`src/rtl/bus_bridge_arb_pkg.sv`:
```
// Shared definitions for the CPU-to-peripheral bridge: FSM state encoding and
// the default slave memory map (DM, TC0, TC1).
package bus_bridge_arb_pkg;

  typedef enum logic [1:0] {
    ST_IDLE = 2'd0,
    ST_WAIT = 2'd1,
    ST_RESP = 2'd2,
    ST_ERR  = 2'd3
  } bridge_state_t;

  localparam int DEFAULT_NUM_SLAVES = 3;

  localparam logic [31:0] DM_BASE   = 32'h0000_0000;
  localparam logic [31:0] DM_LIMIT  = 32'h0000_2fff;
  localparam logic [31:0] TC0_BASE  = 32'h0000_7f00;
  localparam logic [31:0] TC0_LIMIT = 32'h0000_7f0b;
  localparam logic [31:0] TC1_BASE  = 32'h0000_7f10;
  localparam logic [31:0] TC1_LIMIT = 32'h0000_7f1b;

  localparam logic [95:0] DEFAULT_BASE_ADDRS  = {TC1_BASE, TC0_BASE, DM_BASE};
  localparam logic [95:0] DEFAULT_LIMIT_ADDRS = {TC1_LIMIT, TC0_LIMIT, DM_LIMIT};
  localparam logic [2:0]  DEFAULT_RO_MASK     = 3'b000;
  localparam int          DEFAULT_TIMEOUT     = 16;

  // Width of a slave index; a single-slave bridge still needs a 1-bit index.
  function automatic int idx_width(input int n);
    return (n > 1) ? $clog2(n) : 1;
  endfunction

endpackage

```
`src/rtl/bus_bridge_arb_addr_decode.sv`:
```
// Combinational address decoder: maps a byte address onto the slave windows,
// lowest index wins on overlap, and reports whether the winner is read-only.
module bridge_addr_decode
  import bus_bridge_arb_pkg::*;
#(
  parameter int                         NUM_SLAVES  = DEFAULT_NUM_SLAVES,
  parameter logic [NUM_SLAVES*32-1:0]   BASE_ADDRS  = DEFAULT_BASE_ADDRS,
  parameter logic [NUM_SLAVES*32-1:0]   LIMIT_ADDRS = DEFAULT_LIMIT_ADDRS,
  parameter logic [NUM_SLAVES-1:0]      RO_MASK     = DEFAULT_RO_MASK,
  parameter int                         IW          = idx_width(NUM_SLAVES)
) (
  input  logic [31:0]   addr,
  output logic [IW-1:0] idx,
  output logic          any_hit,
  output logic          ro
);

  logic [NUM_SLAVES-1:0] hit;

  for (genvar gi = 0; gi < NUM_SLAVES; gi++) begin : g_win
    assign hit[gi] = (addr >= BASE_ADDRS[32*gi +: 32]) &&
                     (addr <= LIMIT_ADDRS[32*gi +: 32]);
  end

  assign any_hit = |hit;

  // Scan from the top so the lowest matching window is the last to overwrite.
  always_comb begin
    idx = '0;
    ro  = 1'b0;
    for (int i = NUM_SLAVES - 1; i >= 0; i--) begin
      if (hit[i]) begin
        idx = IW'(i);
        ro  = RO_MASK[i];
      end
    end
  end

endmodule

```
`src/rtl/bus_bridge_arb.sv`:
```
// CPU-to-peripheral bridge: windowed decode, variable-latency slave handshake
// with timeout, error reporting and a registered read-data return.
module bus_bridge_arb
  import bus_bridge_arb_pkg::*;
#(
  parameter int                         NUM_SLAVES  = DEFAULT_NUM_SLAVES,
  parameter logic [NUM_SLAVES*32-1:0]   BASE_ADDRS  = DEFAULT_BASE_ADDRS,
  parameter logic [NUM_SLAVES*32-1:0]   LIMIT_ADDRS = DEFAULT_LIMIT_ADDRS,
  parameter logic [NUM_SLAVES-1:0]      RO_MASK     = DEFAULT_RO_MASK,
  parameter int                         TIMEOUT     = DEFAULT_TIMEOUT
) (
  input  logic                       clk,
  input  logic                       reset,
  input  logic                       cpu_req,
  input  logic [31:0]                cpu_addr,
  input  logic [3:0]                 cpu_byteen,
  input  logic [31:0]                cpu_wdata,
  output logic [31:0]                cpu_rdata,
  output logic                       cpu_ready,
  output logic                       cpu_err,
  output logic [NUM_SLAVES-1:0]      sl_sel,
  output logic [NUM_SLAVES-1:0]      sl_we,
  output logic [31:0]                sl_addr,
  output logic [3:0]                 sl_byteen,
  output logic [31:0]                sl_wdata,
  input  logic [NUM_SLAVES*32-1:0]   sl_rdata,
  input  logic [NUM_SLAVES-1:0]      sl_ready
);

  localparam int IW = idx_width(NUM_SLAVES);
  localparam int CW = $clog2(TIMEOUT);
  localparam logic [CW-1:0] COUNT_LAST = CW'(TIMEOUT - 1);

  bridge_state_t         state_reg;
  logic [CW-1:0]         count_reg;
  logic [31:0]           rdata_reg;
  logic                  ready_reg;
  logic                  err_reg;
  logic [NUM_SLAVES-1:0] sel_reg;
  logic [NUM_SLAVES-1:0] we_reg;
  logic [31:0]           addr_reg;
  logic [3:0]            byteen_reg;
  logic [31:0]           wdata_reg;

  logic [IW-1:0]         dec_idx;
  logic                  dec_any_hit;
  logic                  dec_ro;
  logic [NUM_SLAVES-1:0] dec_onehot;
  logic                  req_write;
  logic                  sel_ready;
  logic [31:0]           sel_rdata;

  bridge_addr_decode #(
    .NUM_SLAVES  (NUM_SLAVES),
    .BASE_ADDRS  (BASE_ADDRS),
    .LIMIT_ADDRS (LIMIT_ADDRS),
    .RO_MASK     (RO_MASK),
    .IW          (IW)
  ) u_decode (
    .addr    (cpu_addr),
    .idx     (dec_idx),
    .any_hit (dec_any_hit),
    .ro      (dec_ro)
  );

  assign dec_onehot = NUM_SLAVES'(1) << dec_idx;
  assign req_write  = |cpu_byteen;

  // Handshake and data return only ever look at the latched, selected slave.
  assign sel_ready = |(sl_ready & sel_reg);

  always_comb begin
    sel_rdata = '0;
    for (int i = 0; i < NUM_SLAVES; i++) begin
      if (sel_reg[i]) begin
        sel_rdata = sel_rdata | sl_rdata[32*i +: 32];
      end
    end
  end

  always_ff @(posedge clk) begin
    if (reset) begin
      state_reg  <= ST_IDLE;
      count_reg  <= '0;
      rdata_reg  <= '0;
      ready_reg  <= 1'b0;
      err_reg    <= 1'b0;
      sel_reg    <= '0;
      we_reg     <= '0;
      addr_reg   <= '0;
      byteen_reg <= '0;
      wdata_reg  <= '0;
    end else begin
      ready_reg <= 1'b0;
      err_reg   <= 1'b0;
      case (state_reg)
        ST_IDLE: begin
          if (cpu_req) begin
            if (!dec_any_hit || (dec_ro && req_write)) begin
              ready_reg <= 1'b1;
              err_reg   <= 1'b1;
              rdata_reg <= '0;
              state_reg <= ST_ERR;
            end else begin
              addr_reg   <= cpu_addr;
              byteen_reg <= cpu_byteen;
              wdata_reg  <= cpu_wdata;
              sel_reg    <= dec_onehot;
              we_reg     <= req_write ? dec_onehot : '0;
              count_reg  <= '0;
              state_reg  <= ST_WAIT;
            end
          end
        end
        ST_WAIT: begin
          // A ready in the last counted cycle still completes normally.
          if (sel_ready) begin
            rdata_reg <= (|byteen_reg) ? 32'h0 : sel_rdata;
            sel_reg   <= '0;
            we_reg    <= '0;
            ready_reg <= 1'b1;
            state_reg <= ST_RESP;
          end else if (count_reg == COUNT_LAST) begin
            sel_reg   <= '0;
            we_reg    <= '0;
            ready_reg <= 1'b1;
            err_reg   <= 1'b1;
            rdata_reg <= '0;
            state_reg <= ST_ERR;
          end else begin
            count_reg <= count_reg + 1'b1;
          end
        end
        ST_RESP: state_reg <= ST_IDLE;
        ST_ERR:  state_reg <= ST_IDLE;
        default: state_reg <= ST_IDLE;
      endcase
    end
  end

  assign cpu_rdata = rdata_reg;
  assign cpu_ready = ready_reg;
  assign cpu_err   = err_reg;
  assign sl_sel    = sel_reg;
  assign sl_we     = we_reg;
  assign sl_addr   = addr_reg;
  assign sl_byteen = byteen_reg;
  assign sl_wdata  = wdata_reg;

endmodule
```
`config.mk`:
```
export PLATFORM = sky130hd
export DESIGN_NAME = bus_bridge_arb
export DESIGN_NICKNAME = d
export VERILOG_FILES = /design/src/rtl/bus_bridge_arb_pkg.sv /design/src/rtl/bus_bridge_arb_addr_decode.sv /design/src/rtl/bus_bridge_arb.sv
export SDC_FILE = /design/constraint.sdc
export NUM_CORES = 1
export LEC_CHECK = 0
export CORE_ASPECT_RATIO = 1.5
export CORE_MARGIN = 4
export CORE_UTILIZATION = 25
export DETAILED_ROUTE_END_ITERATION = 10
export PLACE_DENSITY = 0.61
export SYNTH_ARGS = -nofsm -noshare
export SYNTH_HDL_FRONTEND = slang
export SYNTH_SLANG_ARGS = --single-unit
```
`constraint.sdc`:
```
create_clock -name clk -period 7.9 [get_ports clk]
set_clock_uncertainty 0.15 [all_clocks]
set_input_delay 1.975 -clock clk [delete_from_list [all_inputs] [get_ports clk]]
set_output_delay 1.975 -clock clk [all_outputs]
set_load 0.005 [all_outputs]
```
== Word-level counts from Yosys, hierarchy flattened ==
Cells that the tools add are included.

* $add $sub $neg: 1
* Muxes and demuxes: 38
* Equal/unequal tests: 10
* Reductions and logical operators: 15
* Magnitude comparators: 6
* Bitwise gates (word level): 3
* Shifts and indexed selects: 1

{| class="wikitable"
|+ Operators by type and width
! cell !! count
|-
| two-way mux 32 bit || 8
|-
| greater-or-equal comparator 32 x 15 -> 1 bit (second input constant) || 2
|-
| <= comparator 32 x 15 -> 1 bit (second input constant) || 2
|-
| OR 32 bit || 2
|-
| case mux 32 bit (2 select lines) || 1
|-
| greater-or-equal comparator 32 x 1 -> 1 bit (second input constant) || 1
|-
| <= comparator 32 x 14 -> 1 bit (second input constant) || 1
|-
| two-way mux 3 bit || 7
|-
| two-way mux 4 bit || 4
|-
| two-way mux 2 bit || 7
|-
| case mux 3 bit (2 select lines) || 2
|-
| inequality test 2 bit (second input constant) || 5
|-
| case mux 4 bit (2 select lines) || 1
|-
| AND reduction 4 bit || 2
|-
| OR reduction 4 bit || 2
|-
| case mux 2 bit (3 select lines) || 1
|-
| OR reduction 3 bit || 2
|-
| two-way mux 1 bit || 5
|-
| AND reduction 5 bit || 1
|-
| adder 4 x 1 -> 4 bit (second input constant) || 1
|-
| == test 2 bit (second input constant) || 2
|-
| == test 4 bit (second input constant) || 1
|-
| case mux 1 bit (2 select lines) || 2
|-
| AND 3 bit || 1
|-
| other kinds (9) || 11
|}

* Output and inout bits: 108
* Flip-flop bits (word level): 114
* Input port bits: 170

== Logic depth before layout (Yosys ltp) ==
* Word-level depth: 10
* Gate-level depth with buffers: 8
* Mapped depth without buffers: 7

== By module ==
A second synthesis with hierarchy kept.

* Cell total of the unflattened synthesis: 586
* Area total of the unflattened synthesis: 4,903.5 um^2

{| class="wikitable"
|+ By module, submodules not included
! module !! area each (um^2) !! cells an instance !! instances !! sequential area each (um^2)
|-
| bus_bridge_arb || 4,784.6 || 569 || 1 || 2,282.2
|-
| bridge_addr_decode || 118.9 || 17 || 1 || 0.0
|}

== Worst setup path after synthesis ==
OpenSTA, ideal clock, no wires.

* Path type: input port to flip-flop
* From: in cpu_addr[5]
* To: reg addr_reg[22], in the netlist sl_addr[22]
* Stages on the path: 8
* Arrival time: 3,730 ps
* Setup slack: 3,905 ps
* Required time: 7,635 ps
* Cells stage by stage: or4b_4 -> nor4_4 -> nor4_1 -> nor4_1 -> buf_4 -> nor2_1 -> clkbuf_1 -> and2_1

* Word-level cells in the longest chain between the ends: 4

{| class="wikitable"
|+ RTL lines
! what !! line !! RTL
|-
| start, declared || bus_bridge_arb.sv:15 || <nowiki>input logic [31:0] cpu_addr,</nowiki>
|-
| greater-or-equal comparator 32 x 1 -> 1 bit, or another cell as far along || bus_bridge_arb_addr_decode.sv:21 || <nowiki>assign hit[gi] = (addr >= BASE_ADDRS[32*gi +: 32]) &&</nowiki>
|-
| logical AND 1 bit || bus_bridge_arb_addr_decode.sv:21 ||
|-
| OR reduction 3 bit (*) || bus_bridge_arb_addr_decode.sv:25 || <nowiki>assign any_hit = |hit;</nowiki>
|-
| AND reduction 3 bit (no source line) (*) || - ||
|-
| end signal, assigned || bus_bridge_arb.sv:105 || <nowiki>addr_reg <= cpu_addr;</nowiki>
|-
| end, declared || bus_bridge_arb.sv:41 || <nowiki>logic [31:0] addr_reg;</nowiki>
|}

Every way passes the cells marked *; elsewhere a longest branch is shown, timed or not.
A chain may end at the register's enable or synchronous reset.

== Final worst setup path ==
* From: in cpu_addr[4]
* To: reg addr_reg[21], in the netlist sl_addr[21]

Same word-level chain as after synthesis.

==> summary.txt <==
Floorplan
  – Std-Cell Rows: 59
  – Die Height: 170 um
  – Initial Util: about 25%
  – Die Area: 19800 um2
  – IO Count: 278
  – Die X: 116 um
  – CORE AREA: 17300 um2

GRT
  – Tot GR Track Use: 15.2%
  – Grt total ovfl: 0
  – Initial antenna violation count: 0
  – Global-route wire length before repair: 23500 um
  – Largest net degree at the start of global routing: 67
  – Number of global-route vias before repair: 4542

Yosys
  – Mux share of post-synthesis cell area: approximately 12%
  – Syn Inst Count: 406
  – Register area share after synthesis: 52.0%
  – Post-Synth Simple-Gate Area: 13.6%
  – Post-synth ARST share: 0%
  – Synth area leader: dfxtp_1
  – Net Count, Synth: about 580
  – FF+latch count, synth: 114
  – Top FF cell, synth: dfxtp_1
  – Post-synthesis xor/xnor area fraction: less than 1%
  – Synthesized area: approximately 4400 um2
  – Average size of a mapped cell: 10.8 um2
  – Largest cells by area after synthesis: dfxtp_1, mux2i_1, a222oi_1
  – Synth cell types: 45
  – Largest family of logic cells by synthesized area: compound AO/OA/AOI/OAI gates
  – Synth top area share: 52.0%
  – Adder-Cell Fraction of Synth Area: less than 1%
  – Synth Area in Compound Gates: 18.0%
  – EDFF count, synth: 0
  – Synthesis Warnings: 0

Finish
  – Nets: 847
  – Filler cells: 1647
  – Most frequent cells in the layout: clkdlybuf4s50_1, dfxtp_1, nor2_1, mux2i_1, a222oi_1
  – Most common cell after layout, fill and taps aside: clkdlybuf4s50_1
  – Share of layout cells above drive strength 1: under 10%
  – Multi-input logic area: approximately 1900 um2
  – Register Area: roughly 2300 um2
  – Fin area: 7920 um2
  – Util after Layout: 45.9%
  – N_diodes: 0
  – Area grow syn2layout: 80.4%
  – Final non-filler cell total: 902

STA
  – Worst hold margin: 0.308 ns
  – Fin crit period: 4.95 ns
  – Fin Setup TNS: 0 ns
  – Max-slew violation count: 0
  – Max Fclk: 202 MHz
  – Setup violators final: 0
  – Worst-margin pin slew: 0.776 ns
  – Worst setup margin: 2.95 ns
  – RSZ-0062 raised after global routing: false
  – Rel. slew slack: between 40% and 50%
  – Final Hold Viols: 0
  – Crit share post-route: 62.7%

CTS
  – CTS tree: yes
  – Buffer depth of the longest clock path: 2
  – Clk sinks: 114
  – Number of CTS-inserted buffers: 17
  – Post-CTS Hold Fix Bufs: 0
  – Clk_lat worst skew: 0.39 ns
  – H-tree levels: 4
  – # Post-CTS Setup Buffers: 0
  – Worst-path clk slew: 0.06 ns
  – Root Buffer: clkbuf_16
  – PostCTS Resize Cnt: 0

Status
  – Status: complete, no violations

Placement
  – Port bufs: 277
  – Placed Instance Area: 7310 um2
  – Setup WS pre-CTS: 2.50 ns
  – HPWL after DPL: 12500 um
  – Routability Congestion: 0.778
  – Cells after DPL: 870

Routing
  – DR iter-0 viols: 242
  – Final ANT Viol Nets: 0
  – Final wirelength: around 16000 um
  – Via density: 4.79
  – Via count: 4319
  – Routed len/inst: approximately 18 um
  – Drt drc: 0
  – Drt first pass iters: 5

Worst setup path
  – Critical Path AT: 5.10 ns
  – Critical Path Fanout Max: between 40 and 50
  – Register-to-register setup slack: 5.36 ns
  – Worst Setup SP: cpu_addr[4]
  – Worst setup SP type: input port
  – FF-to-FF End: cpu_rdata[17]
  – Req. time, crit path: 8.05 ns
  – Reg-to-reg startpoint: sl_sel[0]
  – Crit path kind: input port to flop
  – Critical path endpoint: sl_addr[21]
  – Reg2Reg Depth: 8
  – Setup crit end kind: flop

Worst hold path
  – Path type of the worst min-delay path: flop to flop

Flow run
  – Max-cap violations: 0

Power and ir drop
  – Total Power: ~1.5 mW
  – Power per cell area: about 190 nW/um2
  – Max rail drop VDD: between 100 and 150 uV
  – Leak pwr: 2.70 nW
-- layout make-up --
class                           count  area share [%]
Timing Repair Buffer              285            35.7
Sequential cell                   114            28.8
Multi-Input combinational cell    257            24.4
Clock buffer                       17            5.37
Tap cell                          213            3.36
Clock inverter                     15            2.31
Inverter                            1          0.0474
-- power breakdown --
part / total [mW] / switching [mW] / leakage, nW / internal (mW)
logic: 0.123 / 0.0398 / 1.49 / 0.0829
clock network: 0.775 / 0.277 / 0.286 / 0.498
registers: 0.581 / 0.00340 / 0.919 / 0.578
-- kinds of logic after synthesis --
logic type / after synthesis
AO/OA/AOI/OAI: 88
XOR/XNOR: 2
adder cells (fa/ha/maj): 1
buffers and inverters: 35
flip-flops: 114
multiplexers: 51
AND/OR/NAND/NOR: 115
-- cell usage after synthesis, drive strengths merged (2+ instances only) --
| master | n |
|---|---|
| a211oi | 3 |
| a21oi | 4 |
| a222oi | 33 |
| a22o | 3 |
| a32o | 3 |
| and2 | 17 |
| and3 | 2 |
| buf | 12 |
| clkbuf | 22 |
| dfxtp | 114 |
| mux2i | 51 |
| nand2 | 4 |
| nand3 | 3 |
| nand3b | 2 |
| nand4 | 3 |
| nand4b | 2 |
| nor2 | 57 |
| nor3 | 4 |
| nor4 | 11 |
| o21a | 2 |
| o21bai | 2 |
| o2bb2ai | 32 |
| or2 | 3 |
| or4b | 2 |
| xor2 | 2 |
-- routing by layer --
layer  track usage (%)  wire length (um)  vias to the layer above
met5                 0                 0                        -
met4              5.15               242                        0
met3              6.69              1870                       21
met2              27.7              8100                      223
met1              15.2              5760                     1980
li1                  -                 -                     2095
-- worst max-delay path, stage by stage --
cell,delay (ns)
clkdlybuf4s50_1,0.54
or4b_4,0.52
a211oi_2,0.28
nor4_1,0.13
nor4_2,0.30
buf_4,0.65
nor2_1,0.38
and2_1,0.27
-- worst min path at each step --
stage                  startpoint            end  cells after the start
floorplan             sl_addr[15]    sl_addr[15]                      1
global placement    cpu_rdata[21]  cpu_rdata[21]                      1
CTS                 cpu_rdata[21]  cpu_rdata[21]                      1
detailed placement    sl_addr[27]    sl_addr[27]                      1
finish              cpu_rdata[23]  cpu_rdata[23]                      1
global route         cpu_rdata[6]   cpu_rdata[6]                      1
Note: power is estimated with default switching activity, not from simulation.
